==> src/rtl/led_shift_chain_driver.sv <==
`default_nettype none
// ============================================================================
// Module : led_shift_chain_driver
// Desc   : Serial LED / shift-register driver. It shifts NUM_CHAINS parallel
//          chains of WIDTH bits on a shared divided sclk, then pulses slatch.
//          Optional macro LED_SHIFT_REPEAT_EN: the last accepted frame is
//          refreshed automatically while no new frame is offered.
// Rev    : 1.0  initial release
// ============================================================================

module led_shift_chain_driver #(
    parameter int WIDTH       = 8,
    parameter int NUM_CHAINS  = 1,
    parameter int CLK_DIV     = 0,
    parameter int LATCH_TICKS = 1,
    parameter int LSB_FIRST   = 0
) (
    input  logic                          clk,
    input  logic                          rst_n,
    input  logic                          frame_valid,
    output logic                          frame_ready,
    input  logic [NUM_CHAINS*WIDTH-1:0]   frame_data,
    output logic [NUM_CHAINS-1:0]         sdata,
    output logic                          sclk,
    output logic                          slatch,
    output logic                          busy,
    output logic                          done
);

    localparam int c_bw     = (WIDTH > 1) ? $clog2(WIDTH) : 1;
    localparam int c_cycles = LATCH_TICKS * (CLK_DIV + 1);
    localparam int c_dw     = (c_cycles > 1) ? $clog2(c_cycles) : 1;

    localparam logic [c_dw-1:0] c_phase_last = c_dw'(CLK_DIV);
    localparam logic [c_dw-1:0] c_latch_last = c_dw'(c_cycles - 1);
    localparam logic [c_bw-1:0] c_bit_last   = c_bw'(WIDTH - 1);

    typedef enum logic [1:0] {
        S_IDLE     = 2'd0,
        S_SHIFT_LO = 2'd1,
        S_SHIFT_HI = 2'd2,
        S_LATCH    = 2'd3
    } state_t;

    state_t                        r_state;
    logic [c_dw-1:0]               r_div;
    logic [c_bw-1:0]               r_bit;
    logic [NUM_CHAINS*WIDTH-1:0]   r_shreg;
    logic [NUM_CHAINS-1:0]         r_sdata;
    logic                          r_sclk;
    logic                          r_slatch;
    logic                          r_busy;
    logic                          r_done;
    logic                          r_ready;

    logic                          w_start;
    logic [NUM_CHAINS*WIDTH-1:0]   w_src;

    // Bit emitted by every chain for shift position idx, honouring bit order.
    function automatic logic [NUM_CHAINS-1:0] f_pick(
        input logic [NUM_CHAINS*WIDTH-1:0] data,
        input logic [c_bw-1:0]             idx
    );
        logic [NUM_CHAINS-1:0]       bits;
        logic [NUM_CHAINS*WIDTH-1:0] sh;
        int                          pos;
        pos = (LSB_FIRST != 0) ? int'(idx) : (WIDTH - 1 - int'(idx));
        for (int c = 0; c < NUM_CHAINS; c++) begin
            sh      = data >> (c * WIDTH + pos);
            bits[c] = sh[0];
        end
        return bits;
    endfunction

`ifdef LED_SHIFT_REPEAT_EN
    logic r_have;

    // A fresh frame always wins over refreshing the stored one.
    always_comb begin
        w_start = frame_valid;
        w_src   = frame_data;
        if (!frame_valid && r_have) begin
            w_start = 1'b1;
            w_src   = r_shreg;
        end
    end

    always_ff @(posedge clk or negedge rst_n) begin
        if (!rst_n) begin
            r_have <= 1'b0;
        end else if (r_state == S_IDLE && frame_valid) begin
            r_have <= 1'b1;
        end
    end
`else
    always_comb begin
        w_start = frame_valid;
        w_src   = frame_data;
    end
`endif

    always_ff @(posedge clk or negedge rst_n) begin
        if (!rst_n) begin
            r_state  <= S_IDLE;
            r_div    <= '0;
            r_bit    <= '0;
            r_shreg  <= '0;
            r_sdata  <= '0;
            r_sclk   <= 1'b0;
            r_slatch <= 1'b0;
            r_busy   <= 1'b0;
            r_done   <= 1'b0;
            r_ready  <= 1'b1;
        end else begin
            r_done <= 1'b0;
            case (r_state)
                S_IDLE: begin
                    if (w_start) begin
                        r_state <= S_SHIFT_LO;
                        r_shreg <= w_src;
                        r_sdata <= f_pick(w_src, '0);
                        r_div   <= '0;
                        r_bit   <= '0;
                        r_busy  <= 1'b1;
                        r_ready <= 1'b0;
                    end
                end
                S_SHIFT_LO: begin
                    if (r_div == c_phase_last) begin
                        r_state <= S_SHIFT_HI;
                        r_sclk  <= 1'b1;
                        r_div   <= '0;
                    end else begin
                        r_div <= r_div + 1'b1;
                    end
                end
                S_SHIFT_HI: begin
                    if (r_div == c_phase_last) begin
                        r_div  <= '0;
                        r_sclk <= 1'b0;
                        if (r_bit == c_bit_last) begin
                            r_state  <= S_LATCH;
                            r_slatch <= 1'b1;
                            r_sdata  <= '0;
                        end else begin
                            r_state <= S_SHIFT_LO;
                            r_bit   <= r_bit + 1'b1;
                            r_sdata <= f_pick(r_shreg, r_bit + 1'b1);
                        end
                    end else begin
                        r_div <= r_div + 1'b1;
                    end
                end
                S_LATCH: begin
                    if (r_div == c_latch_last) begin
                        r_state  <= S_IDLE;
                        r_div    <= '0;
                        r_bit    <= '0;
                        r_slatch <= 1'b0;
                        r_busy   <= 1'b0;
                        r_done   <= 1'b1;
                        r_ready  <= 1'b1;
                    end else begin
                        r_div <= r_div + 1'b1;
                    end
                end
                default: r_state <= S_IDLE;
            endcase
        end
    end

    assign frame_ready = r_ready;
    assign sdata       = r_sdata;
    assign sclk        = r_sclk;
    assign slatch      = r_slatch;
    assign busy        = r_busy;
    assign done        = r_done;

endmodule

`default_nettype wire

==> config.mk <==
export PLATFORM = sky130hd
export DESIGN_NAME = led_shift_chain_driver
export DESIGN_NICKNAME = d
export VERILOG_FILES = /design/src/rtl/led_shift_chain_driver.sv
export SDC_FILE = /design/constraint.sdc
export NUM_CORES = 1
export LEC_CHECK = 0
export CAP_MARGIN = 30
export CORE_UTILIZATION = 43
export CTS_CLUSTER_SIZE = 12
export DETAILED_ROUTE_END_ITERATION = 7
export PLACE_DENSITY = 0.68
export SLEW_MARGIN = 30
export SYNTH_ARGS = -nofsm -noshare
export SYNTH_HDL_FRONTEND = slang
export SYNTH_SLANG_ARGS = --single-unit
==> constraint.sdc <==
create_clock -name clk -period 2.4 [get_ports clk]
set_clock_uncertainty 0.05 [all_clocks]
set_input_delay 0.24 -clock clk [delete_from_list [all_inputs] [get_ports clk]]
set_output_delay 0.24 -clock clk [all_outputs]
set_load 0.02 [all_outputs]
# Yosys cells after proc, flatten, opt, wreduce, memory -nomap -nowiden
# Cells that the tools add are included.
# totals
register_bits	20
latchBits	0
ramBits	0
rom_bits	0
inputBits	11
out_inout_bits	6
wordCells	67
memories	0
# classes
add_sub_neg	3
mul	0
div_mod_pow	0
magnitude_cmp	0
eq_ne	10
shifts	1
muxes	29
bitwise	0
n_reduce_logical	14
# op_table
op	count
8-bit by 32-bit >> shifter with 1-bit output	1
1-bit 2-to-1 mux	12
3-bit 2-to-1 mux	4
2-bit inequality test, second input constant	6
1-bit one-hot mux with 2 select lines	6
2-bit 2-to-1 mux	5
3-bit one-hot mux with 3 select lines	1
3-bit AND reduction	3
2-bit one-hot mux with 4 select lines	1
4-bit AND reduction	2
2-bit nonzero test	4
5-bit AND reduction	1
2-bit equality test, second input constant	2
3-bit by 3-bit subtractor with 4-bit output, first input constant	1
3-bit by 1-bit adder with 3-bit output, second input constant	1
3-bit equality test, second input constant	1
3-bit nonzero test	1
3-bit OR reduction	1
2-bit by 1-bit equality test with 1-bit output, second input constant	1
2-bit zero test	1
2-bit AND reduction	1
1-bit adder, second input constant	1

# Longest topological paths before layout
# Gate-level depths: netlist of run 1.
# logic_depth
depth_word	6
ltp_mapped	7
ltp_nobuf	6

# Least setup slack after synthesis of run 1
# OpenSTA, ideal clock, no wires.
# synth_timing
path_kind	register -> register
startpoint	register r_bit[0]
endpoint	register r_sdata (netlist: sdata)
setup_ns	0.121
t_arrival_ns	1.501
setup_slack_ns	0.728
stages_incl_launch_ff	7
period_less_slack_ns	1.672
cell_sequence	dfrtp_1 ha_1 ha_1 mux4_2 nor2_1 a311oi_1 o22a_1
# synth_via
elab_chain_len	6
elab_cells_between_ends	7
cone_classes	2 x add/sub; 1 x eq/ne; 1 x shift; 3 x mux
# synth_rtl
item	line_no	source
start, declared	47	logic [c_bw-1:0] r_bit;
start signal, assigned	147	r_bit <= r_bit + 1'b1;
3-bit by 1-bit adder with 3-bit output	148	r_sdata <= f_pick(r_shreg, r_bit + 1'b1);
3-bit by 3-bit subtractor with 4-bit output	67	pos = (LSB_FIRST != 0) ? int'(idx) : (WIDTH - 1 - int'(idx));
8-bit by 32-bit >> shifter with 1-bit output	69	sh = data >> (c * WIDTH + pos);
1-bit 2-to-1 mux *	141	if (r_bit == c_bit_last) begin
1-bit 2-to-1 mux *	138	if (r_div == c_phase_last) begin
1-bit one-hot mux with 2 select lines *	116	case (r_state)
end signal, assigned	121	r_sdata <= f_pick(w_src, '0);
end signal, assigned	148	
end, declared	49	logic [NUM_CHAINS-1:0] r_sdata;
# Every way passes the cells marked *; elsewhere a longest branch is shown, timed or not. The select of a mux whose other input is x is not followed.
# A chain may end at the register's enable or synchronous reset.

# Worst setup path after layout of run 1
# Same ends and word-level chain as after synthesis.

==> impl_results.md, run 1 <==
* Outcome: completed
* First-pass GRT wire length at 2.76 mm
* Worst path cell trace: ha_1, ha_1, o311ai_1, a311oi_1, o22a_1
* Crit path launch type: flop
* CP max FO at 7
* Multiplexer area fraction after synthesis at roughly 16%
* Total gr overflow at 0
* DRC viols at 0
* CP peak stage delay at between 400 and 500 ps
* Syn Std Cell Area at 921 um2
* Final Setup Violations at 0
* Max Fclk at 516 MHz
* Slew Viols, Final at 0
* Initial core utilization at 46.5%
* Sum Neg Setup Slack at 0 ps
* IO buf count at 16
* Layout Nets at about 110
* Synth Area in Adders at 6.79%
* Critical R2R Capture: sdata$_DFFE_PN0P_
* Fillers at between 150 and 200
* Tmin final at 1940 ps
* Total Die Area at 2330 um2
* Core Area at roughly 2000 um2
* Yosys top cell area share at 48.9%
* CP Class: reg2reg
* Total CTS buffers at 3
* Family with the most delay on the worst path: compound AO/OA/AOI/OAI gates
* Largest net degree at the start of global routing at 20
* Xor/xnor share of the synthesized area at 0%
* Cells after synthesis at 79
* Period utilization at about four fifths
* Layout area overhead at 23.0%
* Initial DRC count at 9
* Final Worst Setup Slack at 462 ps
* Hold_ws at 219 ps
* Vias at between 600 and 700
* GRT Total Usage at roughly 17%
* Yosys top cell by area: dfrtp_1
* Synthesized flop and latch total at 19
* Largest family of logic cells by synthesized area: multiplexers
* Clk_lat worst skew at 290 ps
* Post-CTS Resized at 0
* CTS Buffer Depth at 2
* RSZ-0062 raised after global routing: no
* Routed len/inst at 12.6 um
* Antenna Diode Count at 0
* Worst EP arrival at between 2000 and 2500 ps
* Layout cells sized above 1 at 18.6%
* First-pass DRT Iterations at 4
* Rows at 16
* GPL Wtd Cong at 0.754
* CP endpoint kind: flop
* Fin. Hold Viols at 0
* Max-cap violations at 0
* Vias in the first global route at 651
* Max_slew headroom at 75.8%
* Simple-Gate Fraction of Synth Area at 7.20%
* Synth Warn # at 0
* Initial antenna violation count at 0
* Clock root cell: clkbuf_4
* CTS tree: done
* Syn nets at 95
* Path depth of the worst reg2reg path at 5
* Final wirelength at 1.57 mm
* Leakage at 0.495 nW
* Clk sinks at 19
* Worst Hold Class: in2async
* Setup slack, reg-to-reg at 460 ps
* Most common cell on crit path: ha_1
* Syn avg cell area at 11.7 um2
* DP HPWL at approximately 1.2 mm
* Chip width at about 48 um
* ANT nets after route at 0
* Dpl ws at 481 ps
* Worst path buffer plus inverter count at 0
* Compound-Gate Fraction of Synth Area at 13.9%
* Max H-tree Level at 1
* Slew of the pin with the lowest slew margin at around 360 ps
* Synth area leaders: dfrtp_1 (49%), mux2_2 (11%), ha_1 (6.8%)
* WP data required at 2540 ps
* RR Startpoint: r_bit[0]$_DFFE_PN0P_
* Distinct cells, synth at 26
* DIE HEIGHT at 48.3 um
* Seq/Total Area, Yosys at about half
* Post-CTS Hold Buffers at 0
* IO Count at 17
* Vias/cell at 5.14
* Reg clk slew, reported paths at 100 ps
* Setup bufs post-CTS at 0
* Cell area power density at 1230 nW/um2
* Peak supply drop at 0.717 mV
* Slowest-stage cell, CP: dfrtp_1
-- metrics by stage --
stage	cells	power, mW	area [um2]	util, %
global placement	120	1.22	1110	55.8
finish	124	1.40	1130	57.1
floorplan	79	1.05	921	-
CTS	124	1.41	1130	57.1
global route	124	1.52	1130	57.1
detailed placement	120	1.25	1110	55.8
-- sequential cells by signal, summed over array words and instances (netlist names) --
name	count
busy	1
done	1
frame_ready	1
r_bit	3
r_shreg	8
r_state	2
sclk	1
sdata	1
slatch	1
-- per-layer routing --
layer  wire length, um  global-route usage, %  part of all wire [%]  vias up
li1                  -                      -                     -      314
met1               711                   23.6                    45      299
met2               755                   26.4                    48       18
met3                53                   2.22                   3.4        6
met4                44                   10.6                   2.8        0
met5                 0                      0                     0        -
-- cell families after synthesis --
kind of cell,Yosys count
muxes,12
adders and majority gates,5
buffers and inverters,9
AOI/OAI and AO/OA,19
and+or+nand+nor,15
DFF,19
-- cell type report --
type                            count  area (um2)  area share, %
Timing Repair Buffer               18         175           15.5
Tap cell                           27        33.8           2.98
Multi-Input combinational cell     51         402           35.5
Sequential cell                    19         477           42.1
Clock buffer                        4        26.3           2.32
Inverter                            5        18.8           1.66
-- report_power, final --
part	total (mW)	switching (mW)	leakage (nW)	internal [mW]
combinational	0.681	0.329	0.250	0.351
clock	0.160	0.0951	0.0150	0.0647
sequential	0.557	0.0891	0.230	0.468
-- worst max-delay path by stage --
stage          slack [ps]                 start  cells past startpoint           endpoint
2_1_floorplan         730  r_bit[0]$_DFFE_PN0P_                      6  sdata$_DFFE_PN0P_
3_3_place_gp          590  r_bit[0]$_DFFE_PN0P_                      6  sdata$_DFFE_PN0P_
3_5_place_dp          480  r_bit[0]$_DFFE_PN0P_                      6  sdata$_DFFE_PN0P_
4_1_cts               460  r_bit[0]$_DFFE_PN0P_                      6  sdata$_DFFE_PN0P_
5_1_grt               360  r_bit[0]$_DFFE_PN0P_                      6  sdata$_DFFE_PN0P_
6_report              460  r_bit[0]$_DFFE_PN0P_                      5  sdata$_DFFE_PN0P_
-- cells in the mapped netlist (all sizes together) --
cell	count
mux2i	1
mux4	1
o21ai	4
nand2	5
inv	5
clkbuf	2
nor2	5
nor2b	1
o22a	1
buf	2
mux2	10
nand2b	2
ha	5
nor3	1
dfstp	1
a22o	3
o31ai	2
o311ai	1
a21oi	6
a21o	1
a311oi	1
dfrtp	18
nand3	1
-- cells in the final DEF (no fill, tap or decap) --
| master | instances |
|---|---|
| dfrtp_1 | 18 |
| clkdlybuf4s50_1 | 16 |
| mux2_2 | 9 |
| a21oi_1 | 6 |
| inv_1 | 5 |
| nand2_1 | 5 |
| nor2_1 | 5 |
| ha_1 | 5 |
| o21ai_0 | 4 |
| clkbuf_4 | 3 |
| nand2b_1 | 2 |
| o31ai_1 | 2 |
| a22o_1 | 2 |
| buf_4 | 2 |
| nor2b_1 | 1 |
| mux2i_1 | 1 |
| mux2_1 | 1 |
| o311ai_1 | 1 |
| mux4_2 | 1 |
| a311oi_1 | 1 |
| o22a_1 | 1 |
| nand3_1 | 1 |
| nor3_1 | 1 |
| a21o_2 | 1 |
| a22o_2 | 1 |
| clkbuf_1 | 1 |
| dfstp_2 | 1 |
Note: power is estimated with default switching activity, not from simulation.
==> run 2: changes to the inputs <==
--- a/config.mk
+++ b/config.mk
@@ -9,7 +9,7 @@
 export CORE_UTILIZATION = 43
 export CTS_CLUSTER_SIZE = 12
 export DETAILED_ROUTE_END_ITERATION = 7
-export PLACE_DENSITY = 0.68
+export PLACE_DENSITY = 0.7
 export SLEW_MARGIN = 30
 export SYNTH_ARGS = -nofsm -noshare
 export SYNTH_HDL_FRONTEND = slang
==> constraint.sdc (replaced) <==
create_clock -name clk -period 1.7 [get_ports clk]
set_clock_uncertainty 0.05 [all_clocks]
set_input_delay 0.17 -clock clk [delete_from_list [all_inputs] [get_ports clk]]
set_output_delay 0.17 -clock clk [all_outputs]
set_load 0.02 [all_outputs]
==> run 2 against run 1 <==
Against the previous run: combinational power rose by 48%; first-iteration DRC count fell by 44%; sequential share of layout area fell by 1.7 points; via count rose by 0.78%; routed wire length rose by 5.6%; final cell count rose by 3.2%; hold slack got worse by 130 ps; non-clock buffer count rose by 4; register-to-register slack got worse by 430 ps; die area did not move; critical path type unchanged.
==> impl_results.md, run 2 (synthesis gave the netlist of run 1 again) <==
* Largest net degree at the start of global routing at 13 (was 20)
* Top flop regs: r_shreg x8, r_bit x3, r_state x2 (unchanged)
* Register area at 477 um2 (unchanged)
* Reg clk slew, reported paths at 110 ps (was 100 ps)
* Core Area at 1980 um2 (unchanged)
* Sum Neg Setup Slack at 0 ps (unchanged)
* Layout Nets at 118 (was 114)
* CP peak stage delay at 400 ps (was 490 ps)
* CP endpoint kind: flop (unchanged)
* Commonest non-fill, non-tap cell in the layout: dfrtp_1 (unchanged)
* Critical R2R Capture: sdata$_DFFE_PN0P_ (unchanged)
* Sequential Power Share at 38.5% (was 39.9%)
* Tmin final at 1670 ps (was 1940 ps)
* GPL Wtd Cong at 0.802 (was 0.754)
* Antenna Diode Count at 0 (unchanged)
* Layout area overhead at 28.0% (was 23.0%)
* Combinational Power Share at 50.2% (was 48.7%)
* Clock root cell: clkbuf_4 (unchanged)
* DIE HEIGHT at 48.3 um (unchanged)
* Clk sinks at 19 (unchanged)
* Max Fclk at 598 MHz (was 516 MHz)
* Slowest-stage cell, CP: dfrtp_1 (unchanged)
* Rows at 16 (unchanged)
* Clock network power share at 11.3% (was 11.4%)
* Worst EP arrival at 1820 ps (was 2080 ps)
* Sw frac at 36.4% (was 36.8%)
* Leakage at 0.513 nW (was 0.495 nW)
* Top reg by flops: r_shreg (unchanged)
* CTS tree: done (unchanged)
* IO buf count at 16 (unchanged)
* WP data required at 1850 ps (was 2540 ps)
* Initial antenna violation count at 0 (unchanged)
* Most frequent cells in the layout: dfrtp_1 (18), clkdlybuf4s50_1 (16), mux2_2 (9), a21oi_1 (6), buf_4 (6) (was dfrtp_1 (18), clkdlybuf4s50_1 (16), mux2_2 (9), a21oi_1 (6))
* Vias at 642 (was 637)
* Chip width at 48.3 um (unchanged)
* Setup slack, reg-to-reg at 30 ps (was 460 ps)
* DRC viols at 0 (unchanged)
* Slew of the pin with the lowest slew margin at 362 ps (was 357 ps)
* Number of flip-flops in the largest register at 8 (unchanged)
* Worst path cell trace: ha_2, ha_4, mux4_2, nor2_1, a311oi_1, o22a_1 (was ha_1, ha_1, o311ai_1, a311oi_1, o22a_1)
* RR Startpoint: r_bit[0]$_DFFE_PN0P_ (unchanged)
* Max H-tree Level at 1 (unchanged)
* Design Area, Final at 1180 um2 (was 1130 um2)
* Slew Viols, Final at 0 (unchanged)
* GRT Total Usage at 16.5% (was 17.4%)
* CTS Buffer Depth at 2 (unchanged)
* RSZ-0062 raised after global routing: yes (was no)
* Initial core utilization at 46.5% (unchanged)
* Crit path launch type: flop (unchanged)
* Period utilization at 98.4% (was 80.8%)
* Vias/cell at 5.02 (was 5.14)
* NetSw at 0.735 mW (was 0.514 mW)
* Layout cells sized above 1 at 24.8% (was 18.6%)
* Total CTS buffers at 3 (unchanged)
* CP Class: reg2reg (unchanged)
* DP Area at 1140 um2 (was 1110 um2)
* First-pass DRT Iterations at 4 (unchanged)
* Setup bufs post-CTS at 0 (unchanged)
* Worst Hold Class: in2async (unchanged)
* Max-cap violations at 0 (unchanged)
* Total Die Area at 2330 um2 (unchanged)
* First-pass GRT wire length at 2.62 mm (was 2.76 mm)
* Path depth of the worst reg2reg path at 6 (was 5)
* Max_slew headroom at 75.8% (about the same)
* Outcome: completed (unchanged)
* Int Power at 1.28 mW (was 0.884 mW)
* Initial DRC count at 5 (was 9)
* CP max FO at 4 (was 7)
* Total gr overflow at 0 (unchanged)
* Fin. Hold Viols at 0 (unchanged)
* Clk_lat worst skew at 290 ps (about the same)
* Footprint of the multi-input gates at 417 um2 (was 402 um2)
* ANT nets after route at 0 (unchanged)
* Routed len/inst at 12.9 um (was 12.6 um)
* Cell area power density at 1710 nW/um2 (was 1230 nW/um2)
* IO Count at 17 (unchanged)
* Peak supply drop at 0.871 mV (was 0.717 mV)
* Vias in the first global route at 607 (was 651)
* Fillers at 170 (was 159)
* Final wirelength at 1.65 mm (was 1.57 mm)
* Final Setup Violations at 0 (unchanged)
[run 2: cell count changes in the layout (fill, tap and decap cells not counted), sizes merged]
cell,previous run,this run
buf,2,6
clkbuf,4,3
clkinv,0,1
[run 2: through the flow]
stage | power [mW] | hold slack [ps] | cells | setup WS, ps | utilization, %
after floorplan | 1.48 | -176 | 79 | 28.3 | -
after global placement | 1.76 | 420 | 124 | 5.69 | 57.3
after detailed placement | 1.80 | 422 | 124 | -50.5 | 57.3
after CTS | 2.04 | 95.3 | 128 | 27.6 | 59.5
after global routing | 2.18 | 117 | 128 | -52.0 | 59.5
final | 2.02 | 88.5 | 128 | 27.2 | 59.5
[run 2: critical path: cells and delay by family, from the launching register on]
kind                       cells  cell delay (ps)
DFF                            1              400
and+or+nand+nor                1              100
muxes                          1              280
adders and majority gates      2              490
AOI/OAI and AO/OA              2              260
[run 2: layer usage]
metal	track usage, %	wire length (um)	vias to the layer above
met5	0	0	-
met4	6.67	13	0
met3	2.59	46	2
met2	25.6	797	9
met1	23.0	794	310
li1	-	-	321
[run 2: area by class of cell]
type                            instances  area share, %
Sequential cell                        19           40.4
Multi-Input combinational cell         51           35.4
Timing Repair Buffer                   22           17.4
Tap cell                               27           2.87
Clock buffer                            3           1.91
Inverter                                5           1.59
Clock inverter                          1          0.425
[run 2: worst max path at each step]
stage | from | endpoint | slack (ps) | cells past startpoint
final | r_bit[0]$_DFFE_PN0P_ | sdata$_DFFE_PN0P_ | 30 | 6
after global routing | r_bit[0]$_DFFE_PN0P_ | sdata$_DFFE_PN0P_ | -50 | 6
after CTS | r_bit[0]$_DFFE_PN0P_ | sdata$_DFFE_PN0P_ | 30 | 6
after detailed placement | r_bit[0]$_DFFE_PN0P_ | sdata$_DFFE_PN0P_ | -50 | 6
after global placement | r_bit[0]$_DFFE_PN0P_ | sdata$_DFFE_PN0P_ | 6 | 6
after floorplan | r_bit[0]$_DFFE_PN0P_ | sdata$_DFFE_PN0P_ | 30 | 6
[run 2: timing repair]
action / in CTS / in global routing
hold buffers: 0 / 0
pin swaps: 0 / 0
setup endpoints to repair: 1 / 1
resized for setup: 2 / 0
gates cloned: 0 / 0
[run 2: power groups by stage]
| stage | clock, mW | combinational [mW] | sequential [mW] |
|---|---|---|---|
| floorplan | 0 | 0.650 | 0.826 |
| global placement | 0 | 0.989 | 0.768 |
| detailed placement | 0 | 1.01 | 0.788 |
| CTS | 0.233 | 1.02 | 0.779 |
| global route | 0.250 | 1.13 | 0.800 |
| finish | 0.229 | 1.01 | 0.777 |
==> run 3: changes to the inputs <==
--- a/config.mk
+++ b/config.mk
@@ -7,7 +7,7 @@
 export LEC_CHECK = 0
 export CAP_MARGIN = 30
 export CORE_UTILIZATION = 43
-export CTS_CLUSTER_SIZE = 12
+export CTS_CLUSTER_SIZE = 10
 export DETAILED_ROUTE_END_ITERATION = 7
 export PLACE_DENSITY = 0.7
 export SLEW_MARGIN = 30
==> results of run 3 <==
No change in the layout: final DEF, timing and power equal those of run 2.
